[config.mk]
export PLATFORM = sky130hd
export DESIGN_NAME = timer_irq
export DESIGN_NICKNAME = d
export VERILOG_FILES = /design/src/rtl/timer_irq_pkg.sv /design/src/rtl/timer_irq_presc.sv /design/src/rtl/timer_irq.sv
export SDC_FILE = /design/constraint.sdc
export NUM_CORES = 1
export LEC_CHECK = 0
export BUFFER_PORTS_ARGS = -buffer_cell sky130_fd_sc_hd__buf_4
export CORE_MARGIN = 2
export CORE_UTILIZATION = 55
export DETAILED_ROUTE_END_ITERATION = 10
export PLACE_DENSITY = 0.77
export SYNTH_ARGS = -nofsm -noshare
export SYNTH_HDL_FRONTEND = slang
export SYNTH_SLANG_ARGS = --single-unit
[constraint.sdc]
create_clock -name clk -period 2.29 [get_ports clk]
set_input_delay 0.458 -clock clk [delete_from_list [all_inputs] [get_ports clk]]
set_output_delay 0.458 -clock clk [all_outputs]
set_load 0.01 [all_outputs]
[src/rtl/timer_irq_pkg.sv]
// Shared definitions for the timer_irq peripheral: FSM state encodings and
// control-register bit positions.
package timer_irq_pkg;

  localparam int unsigned DATA_W       = 8;
  localparam int unsigned CTRL_EN      = 0;
  localparam int unsigned CTRL_PER     = 1;
  localparam int unsigned CTRL_DIV_LSB = 2;

  localparam logic [0:0] ST_IDLE = 1'b0;
  localparam logic [0:0] ST_RUN  = 1'b1;

endpackage

[src/rtl/timer_irq_presc.sv]
// Prescaler for timer_irq: counts 0..div while run is high and flags the
// last count of each period with tick.
// Ports:
//   clk, reset : clock, synchronous active-high reset
//   clr        : restart the period from 0 (dominates run)
//   run        : count enable; the counter holds while low
//   div        : divisor, tick period is div+1 cycles
//   tick       : high in the cycle where the counter equals div
module timer_irq_presc #(
  parameter int unsigned PSEL_W = 6
) (
  input  logic              clk,
  input  logic              reset,
  input  logic              clr,
  input  logic              run,
  input  logic [PSEL_W-1:0] div,
  output logic              tick
);

  logic [PSEL_W-1:0] presc_q, presc_d;

  assign tick = run && (presc_q == div);

  // Next prescaler value.
  always_comb begin
    presc_d = presc_q;
    if (clr) begin
      presc_d = '0;
    end else if (run) begin
      presc_d = tick ? '0 : presc_q + PSEL_W'(1);
    end
  end

  // Prescaler register.
  always_ff @(posedge clk) begin
    if (reset) begin
      presc_q <= '0;
    end else begin
      presc_q <= presc_d;
    end
  end

endmodule

[src/rtl/timer_irq.sv]
// Programmable down-counting timer with level interrupt, driven by CPU
// output-port writes and read back through a CPU input port.
// Ports:
//   clk, reset       : clock, synchronous active-high reset
//   we_load, we_ctrl : write strobes for the reload and control registers
//   wdata            : write data shared by both registers
//   ack              : end-of-interrupt pulse, clears irq
//   count            : current count
//   irq              : level interrupt request
//   overrun          : sticky, expiry while irq was still pending
//   running          : timer is in the RUN state
module timer_irq
  import timer_irq_pkg::*;
#(
  parameter int unsigned WIDTH  = 8,
  parameter int unsigned PSEL_W = 6
) (
  input  logic             clk,
  input  logic             reset,
  input  logic             we_load,
  input  logic             we_ctrl,
  input  logic [7:0]       wdata,
  input  logic             ack,
  output logic [WIDTH-1:0] count,
  output logic             irq,
  output logic             overrun,
  output logic             running
);

  logic [0:0]        state_q, state_d;
  logic [DATA_W-1:0] ctrl_q, ctrl_d;
  logic [WIDTH-1:0]  reload_q, reload_d;
  logic [WIDTH-1:0]  count_q, count_d;
  logic              irq_q, irq_d;
  logic              ovr_q, ovr_d;

  logic presc_clr;
  logic run;
  logic tick;
  logic wr;
  logic expire;
  logic dec;

  assign run     = (state_q == ST_RUN) && ctrl_q[CTRL_EN];
  assign wr      = we_load || we_ctrl;
  // Any register write in the same cycle swallows the tick.
  assign expire  = tick && (count_q == '0) && !wr;
  assign dec     = tick && (count_q != '0) && !wr;

  assign count   = count_q;
  assign irq     = irq_q;
  assign overrun = ovr_q;
  assign running = (state_q == ST_RUN);

  timer_irq_presc #(
    .PSEL_W (PSEL_W)
  ) u_presc (
    .clk   (clk),
    .reset (reset),
    .clr   (presc_clr),
    .run   (run),
    .div   (ctrl_q[CTRL_DIV_LSB +: PSEL_W]),
    .tick  (tick)
  );

  // Next-state and register update logic.
  always_comb begin
    state_d   = state_q;
    ctrl_d    = ctrl_q;
    reload_d  = reload_q;
    count_d   = count_q;
    irq_d     = irq_q;
    ovr_d     = ovr_q;
    presc_clr = 1'b0;

    if (we_load) begin
      reload_d  = wdata[WIDTH-1:0];
      count_d   = wdata[WIDTH-1:0];
      presc_clr = 1'b1;
    end

    if (we_ctrl) begin
      ctrl_d = wdata;
      if (wdata[CTRL_EN]) begin
        presc_clr = 1'b1;
        state_d   = ST_RUN;
      end else begin
        state_d = ST_IDLE;
        ovr_d   = 1'b0;
      end
    end

    if (dec) begin
      count_d = count_q - WIDTH'(1);
    end

    // A new expiry wins over a simultaneous ack.
    if (expire) begin
      irq_d = 1'b1;
      if (irq_q && !ack) begin
        ovr_d = 1'b1;
      end
      if (ctrl_q[CTRL_PER]) begin
        count_d = reload_q;
      end else begin
        ctrl_d[CTRL_EN] = 1'b0;
        state_d         = ST_IDLE;
      end
    end else if (ack) begin
      irq_d = 1'b0;
    end
  end

  // State and register bank.
  always_ff @(posedge clk) begin
    if (reset) begin
      state_q  <= ST_IDLE;
      ctrl_q   <= '0;
      reload_q <= '0;
      count_q  <= '0;
      irq_q    <= 1'b0;
      ovr_q    <= 1'b0;
    end else begin
      state_q  <= state_d;
      ctrl_q   <= ctrl_d;
      reload_q <= reload_d;
      count_q  <= count_d;
      irq_q    <= irq_d;
      ovr_q    <= ovr_d;
    end
  end

endmodule

==> run summary, run 1 <==
H-tree levels: 2
Post-layout nets: 224
Arrival @ worst endpoint: 2190 ps
Syn Area/Cell: 9.01 um^2
Hpwl dp: 2590 um
Initial core utilization: 0.566
Total global-route track usage: 0.236
Commonest non-fill, non-tap cell in the layout: dfxtp_1
Final setup fails: 0
Clock-pin slew on the worst setup and hold paths: 100 ps
Worst Hold Depth: 3
Via density: 5.79
Number of global-route vias before repair: 1355
Core area: 2980 um^2
Share of cells above drive strength 1: 0.178
CP top delay family: simple AND/OR/NAND/NOR gates
Pin count of the biggest net entering global routing: 35
CTS Hold Bufs: 0
Diode count: 0
Min-delay src: wdata[1]
Fmax: 0.521 GHz
Critical Path Fanout Max: 13
Post-route setup slack: 370 ps
Worst Hold Class: primary input to flop
Initial DRC count: 74
Cell variety after synth: 37
Final Hold Viols: 0
Slowest CP cell: or4_1
Root buf cell: clkbuf_4
Critical Path RT: 2560 ps
P per Cell Area: 592 nW/um^2
Initial antenna violation count: 0
Pre-antenna DRT Iters: 4
DRT Wirelength: 3590 um
Min Hold Slack: 378 ps
WS Path Type: flop to flop
Clock Tree Buf Depth: 2
Critical Path, Cell by Cell: xor2_1 > nor4_4 > nand3_2 > or4_1 > a21oi_1
Final cycle utilization of the critical path: 0.838
Peak VDD IR: 356 uV
FP Rows: 20
Port Buffers: 23
Die area: 3520 um^2
Sequential area share after synthesis: 0.392
Slew HR: 0.771
Post-Synthesis Cells: 187
Slew Limit Fails: 0
Status: finished clean
Congestion Overflow GR: 0
Chip width: 59.3 um
Crit path depth: 5
Setup crit end kind: flop
Drc violations: 0
Post-synthesis cell area: 1680 um^2
Average wire per standard cell: 14.9 um
Worst Setup Start Kind: flop
Sw Share: 0.286
CP Launch Point: u_presc.presc_q[0]
Clock power frac: 0.260
Placement Setup Slack: 411 ps
Max_cap viols: 0
Clock skew: 12.1 ps
Number of flops mapped to enable cells by yosys: 0
Setup_tns: 0 ps
Main flop type after synthesis: dfxtp_1
P_leak: 0.839 nW
TritonCTS sink count: 33
Synth warn: 0
Fraction of registers with async set/reset: 0
First-pass GRT wire length: 6120 um
R2r startpoint: u_presc.presc_q[0]
Mapped Nets: 202
Clock latency at the later pin of the worst-skew pair: 340 ps
Post-CTS Resized: 0
Tmin final: 1920 ps
RSZ-0062 raised after global routing: false
Die extent in y: 59.3 um
Vias post-DR: 1396
Postcts setup bufs: 0
Flops & latches, synth: 33
Internal Dissipation: 0.807 mW
TritonCTS Buffers: 5
Worst R2R Path Depth: 5
Part of the power in registers: 0.556
CTS tree: built
Most frequent cells in the layout: dfxtp_1, buf_4, mux2i_1
Slew @ Worst Pin: 343 ps
Logic pwr share: 0.183
Max incr delay on CP: 480 ps
ANT nets after route: 0
I/O pin count: 24
NetSw: 0.323 mW
Area delta synth->final: 13.3%
Routability cong.: 0.839
Worst Path Buf+Inv: 0
[worst paths after layout]
check	end	slack, ps
min reg2reg	reload_q[2]	480
min	reload_q[1]	380
max reg2reg	overrun	370
max	overrun	370
[metal layers]
layer	global-route usage	wire (um)	up-vias
li1	-	-	704
met5	0	0	-
met3	0.0764	154	7
met4	0.0909	72	0
met1	0.295	1620	656
met2	0.375	1740	29
[Yosys cell counts, drive strengths merged (2+ instances only)]
library cell,n,area [um^2]
dfxtp,33,661
mux2i,23,230
nor2,22,82.6
a21oi,20,104
xor2,11,96.3
nand2,10,37.5
nand2b,7,43.8
buf,5,25.0
inv,5,18.8
nor3,5,30.0
o22a,5,43.8
a21o,4,30.0
clkbuf,4,15.0
nand4,4,25.0
nor2b,4,25.0
o21ai,4,20.0
nor4,3,40.0
xnor2,3,26.3
a311oi,2,17.5
ha,2,25.0
nand3,2,15.0
or3,2,12.5
or4,2,18.8
[cells by family (layout without fill, tap and decap cells)]
family,after synthesis,after routing,synth area share
adder cells (fa/ha/maj),2,2,0.0149
XOR/XNOR,14,14,0.0728
multiplexers,23,23,0.137
buffers and inverters,14,35,0.0349
AO/OA/AOI/OAI,38,38,0.141
AND/OR/NAND/NOR,63,63,0.207
flip-flops,33,33,0.392
[power groups by stage]
stage | combinational [mW] | clock [mW] | sequential [mW]
final | 0.207 | 0.294 | 0.629
after global routing | 0.230 | 0.336 | 0.633
after CTS | 0.208 | 0.304 | 0.628
after detailed placement | 0.207 | 0 | 0.642
after global placement | 0.202 | 0 | 0.640
after floorplan | 0.142 | 0 | 0.638
[worst reg2reg max path, cell delays in order, from the launching register on]
cell and delay [ps]:
dfxtp_1 430, xor2_1 130, nor4_4 370, nand3_2 300, or4_1 480, a21oi_1 150
[layout make-up]
type	instances	area, um^2
clock buffers	5	37.5
clock inverters	1	5.00
fillers	255	1070
inverters	5	18.8
multi-input cells	140	965
flip-flops and latches	33	661
well taps	33	41.3
repair buffers	24	180
[sequential cells by signal, summed over array words and instances (netlist names)]
signal	count
reload_q	8
ctrl_q	8
running	1
count	8
u_presc.presc_q	6
overrun	1
irq	1
[stage by stage]
step / cells / power (mW) / cell area, um^2 / util
final: 241 / 1.13 / 1910 / 0.641
after global routing: 241 / 1.20 / 1910 / 0.641
after CTS: 241 / 1.14 / 1910 / 0.641
after detailed placement: 235 / 0.849 / 1870 / 0.626
after global placement: 235 / 0.841 / 1870 / 0.626
after floorplan: 187 / 0.781 / 1680 / -
Note: power is estimated with default switching activity, not from simulation.
==> run 2, diff against run 1 <==
--- a/config.mk
+++ b/config.mk
@@ -7,9 +7,9 @@
 export LEC_CHECK = 0
 export BUFFER_PORTS_ARGS = -buffer_cell sky130_fd_sc_hd__buf_4
 export CORE_MARGIN = 2
-export CORE_UTILIZATION = 55
+export CORE_UTILIZATION = 50
 export DETAILED_ROUTE_END_ITERATION = 10
-export PLACE_DENSITY = 0.77
+export PLACE_DENSITY = 0.74
 export SYNTH_ARGS = -nofsm -noshare
 export SYNTH_HDL_FRONTEND = slang
 export SYNTH_SLANG_ARGS = --single-unit
==> constraint.sdc (replaced) <==
create_clock -name clk -period 1.65 [get_ports clk]
set_input_delay 0.33 -clock clk [delete_from_list [all_inputs] [get_ports clk]]
set_output_delay 0.33 -clock clk [all_outputs]
set_load 0.01 [all_outputs]
==> run summary, run 2 (same netlist as run 1, synthesis figures left out) <==
Vias post-DR: 1475
Drc violations: 0
Average wire per standard cell: 14.9 um
FP Rows: 21
Core area: 3280 um^2
Clock-pin slew on the worst setup and hold paths: 110 ps
Congestion Overflow GR: 0
Worst Hold Class: primary input to flop
Initial DRC count: 44
Max incr delay on CP: 460 ps
Crit path depth: 5
H-tree levels: 2
Pre-antenna DRT Iters: 4
CTS Hold Bufs: 0
Chip width: 62.0 um
Root buf cell: clkbuf_4
TritonCTS Buffers: 5
DRT Wirelength: 4110 um
Die extent in y: 62.0 um
Footprint of the multi-input gates: 1030 um^2
Initial antenna violation count: 0
CP top delay family: simple AND/OR/NAND/NOR gates
TritonCTS sink count: 33
Slew HR: 0.779
RSZ-0062 raised after global routing: true
Fin util: 0.661
Most frequent cells in the layout: buf_4, dfxtp_1, mux2i_1
Arrival @ worst endpoint: 1940 ps
Critical Path RT: 1940 ps
Hpwl dp: 2900 um
I/O pin count: 24
Worst Setup Start Kind: flop
Post-route setup slack: -1.40 ps
P_leak: 0.968 nW
Post-layout nets: 244
Filler Cells Inserted: 282
FF-to-FF End: overrun
Slew @ Worst Pin: 329 ps
Pin count of the biggest net entering global routing: 20
Status: finished with violations
First-pass GRT wire length: 6380 um
Clock latency at the later pin of the worst-skew pair: 350 ps
Final cycle utilization of the critical path: 1.00
Port Buffers: 23
Failing checks: setup timing
Total global-route track usage: 0.230
Die area: 3850 um^2
Area delta synth->final: 29.0%
Final setup fails: 1
Slowest CP cell: or4_4
Cells after DPL: 267
Worst Hold Depth: 3
Worst Path Buf+Inv: 0
Slew Limit Fails: 0
Register Area: 664 um^2
CTS tree: built
Tmin final: 1650 ps
P per Cell Area: 815 nW/um^2
Initial core utilization: 0.513
Min Hold Slack: 236 ps
Reg2Reg Setup Slack: -1 ps
Clock skew: 10.5 ps
Placement Setup Slack: -93.8 ps
Hold Path End: ctrl_q[2]
Number of global-route vias before repair: 1388
Routability cong.: 0.833
Max_cap viols: 0
Final non-filler cell total: 276
Worst R2R Path Depth: 5
R2r startpoint: u_presc.presc_q[2]
Share of cells above drive strength 1: 0.304
Fmax: 0.606 GHz
WS Path Type: flop to flop
Critical Path Fanout Max: 6
Clock Tree Buf Depth: 2
Min-delay src: wdata[2]
Via density: 5.34
Commonest non-fill, non-tap cell in the layout: buf_4
Peak VDD IR: 531 uV
Setup crit end kind: flop
ANT nets after route: 0
Final Hold Viols: 0
Critical Path, Cell by Cell: xor2_1 > nor3_2 > nand3_2 > or4_4 > a21oi_2
Diode count: 0
## run 2: routing by layer
metal,vias to the layer above,share of wire,global-route usage
met2,28,0.49,0.376
met3,8,0.032,0.0497
met4,0,0.017,0.100
li1,739,-,-
met5,-,0,0
met1,700,0.46,0.291
## run 2: per-stage QoR
stage	cell area, um^2	TNS [ps]	total power, mW
detailed placement	2030	-452	1.23
finish	2170	-1.40	1.77
global placement	2030	0	1.21
CTS	2120	-27.7	1.75
global route	2170	-168	1.85
floorplan	1690	0	1.09
## run 2: worst max path at each step
stage / start / endpoint
after floorplan: count[0] / overrun
after global placement: ctrl_q[2] / overrun
after detailed placement: ctrl_q[2] / overrun
after CTS: u_presc.presc_q[4] / count[6]
after global routing: u_presc.presc_q[4] / overrun
final: u_presc.presc_q[2] / overrun
## run 2: where the power goes
| group | total, mW | internal (mW) | leakage, nW | switching, mW |
|---|---|---|---|---|
| sequential | 0.869 | 0.834 | 0.272 | 0.0346 |
| clock | 0.531 | 0.247 | 0.0413 | 0.285 |
| combinational | 0.369 | 0.184 | 0.654 | 0.185 |
| total | 1.77 | 1.27 | 0.968 | 0.504 |
## run 2: cell type report
class                   count  share of cell area
clock buffers               7              0.0300
clock inverters             1             0.00230
inverters                   5             0.00864
multi-input cells         140               0.475
flip-flops and latches     33               0.306
well taps                  46              0.0265
repair buffers             44               0.152
## run 2: worst register-to-register path: stages, from the launching register on
cell and delay (ps):
dfxtp_1 370, xor2_1 170, nor3_2 270, nand3_2 180
or4_4 460, a21oi_2 140
## run 2: timing repair
item,CTS,global route
buffers inserted,1,0
pin swaps,3,2
cloned,0,0
endpoints found under the setup margin,10,11
endpoints found under the hold margin,0,0
gates resized for setup,5,9
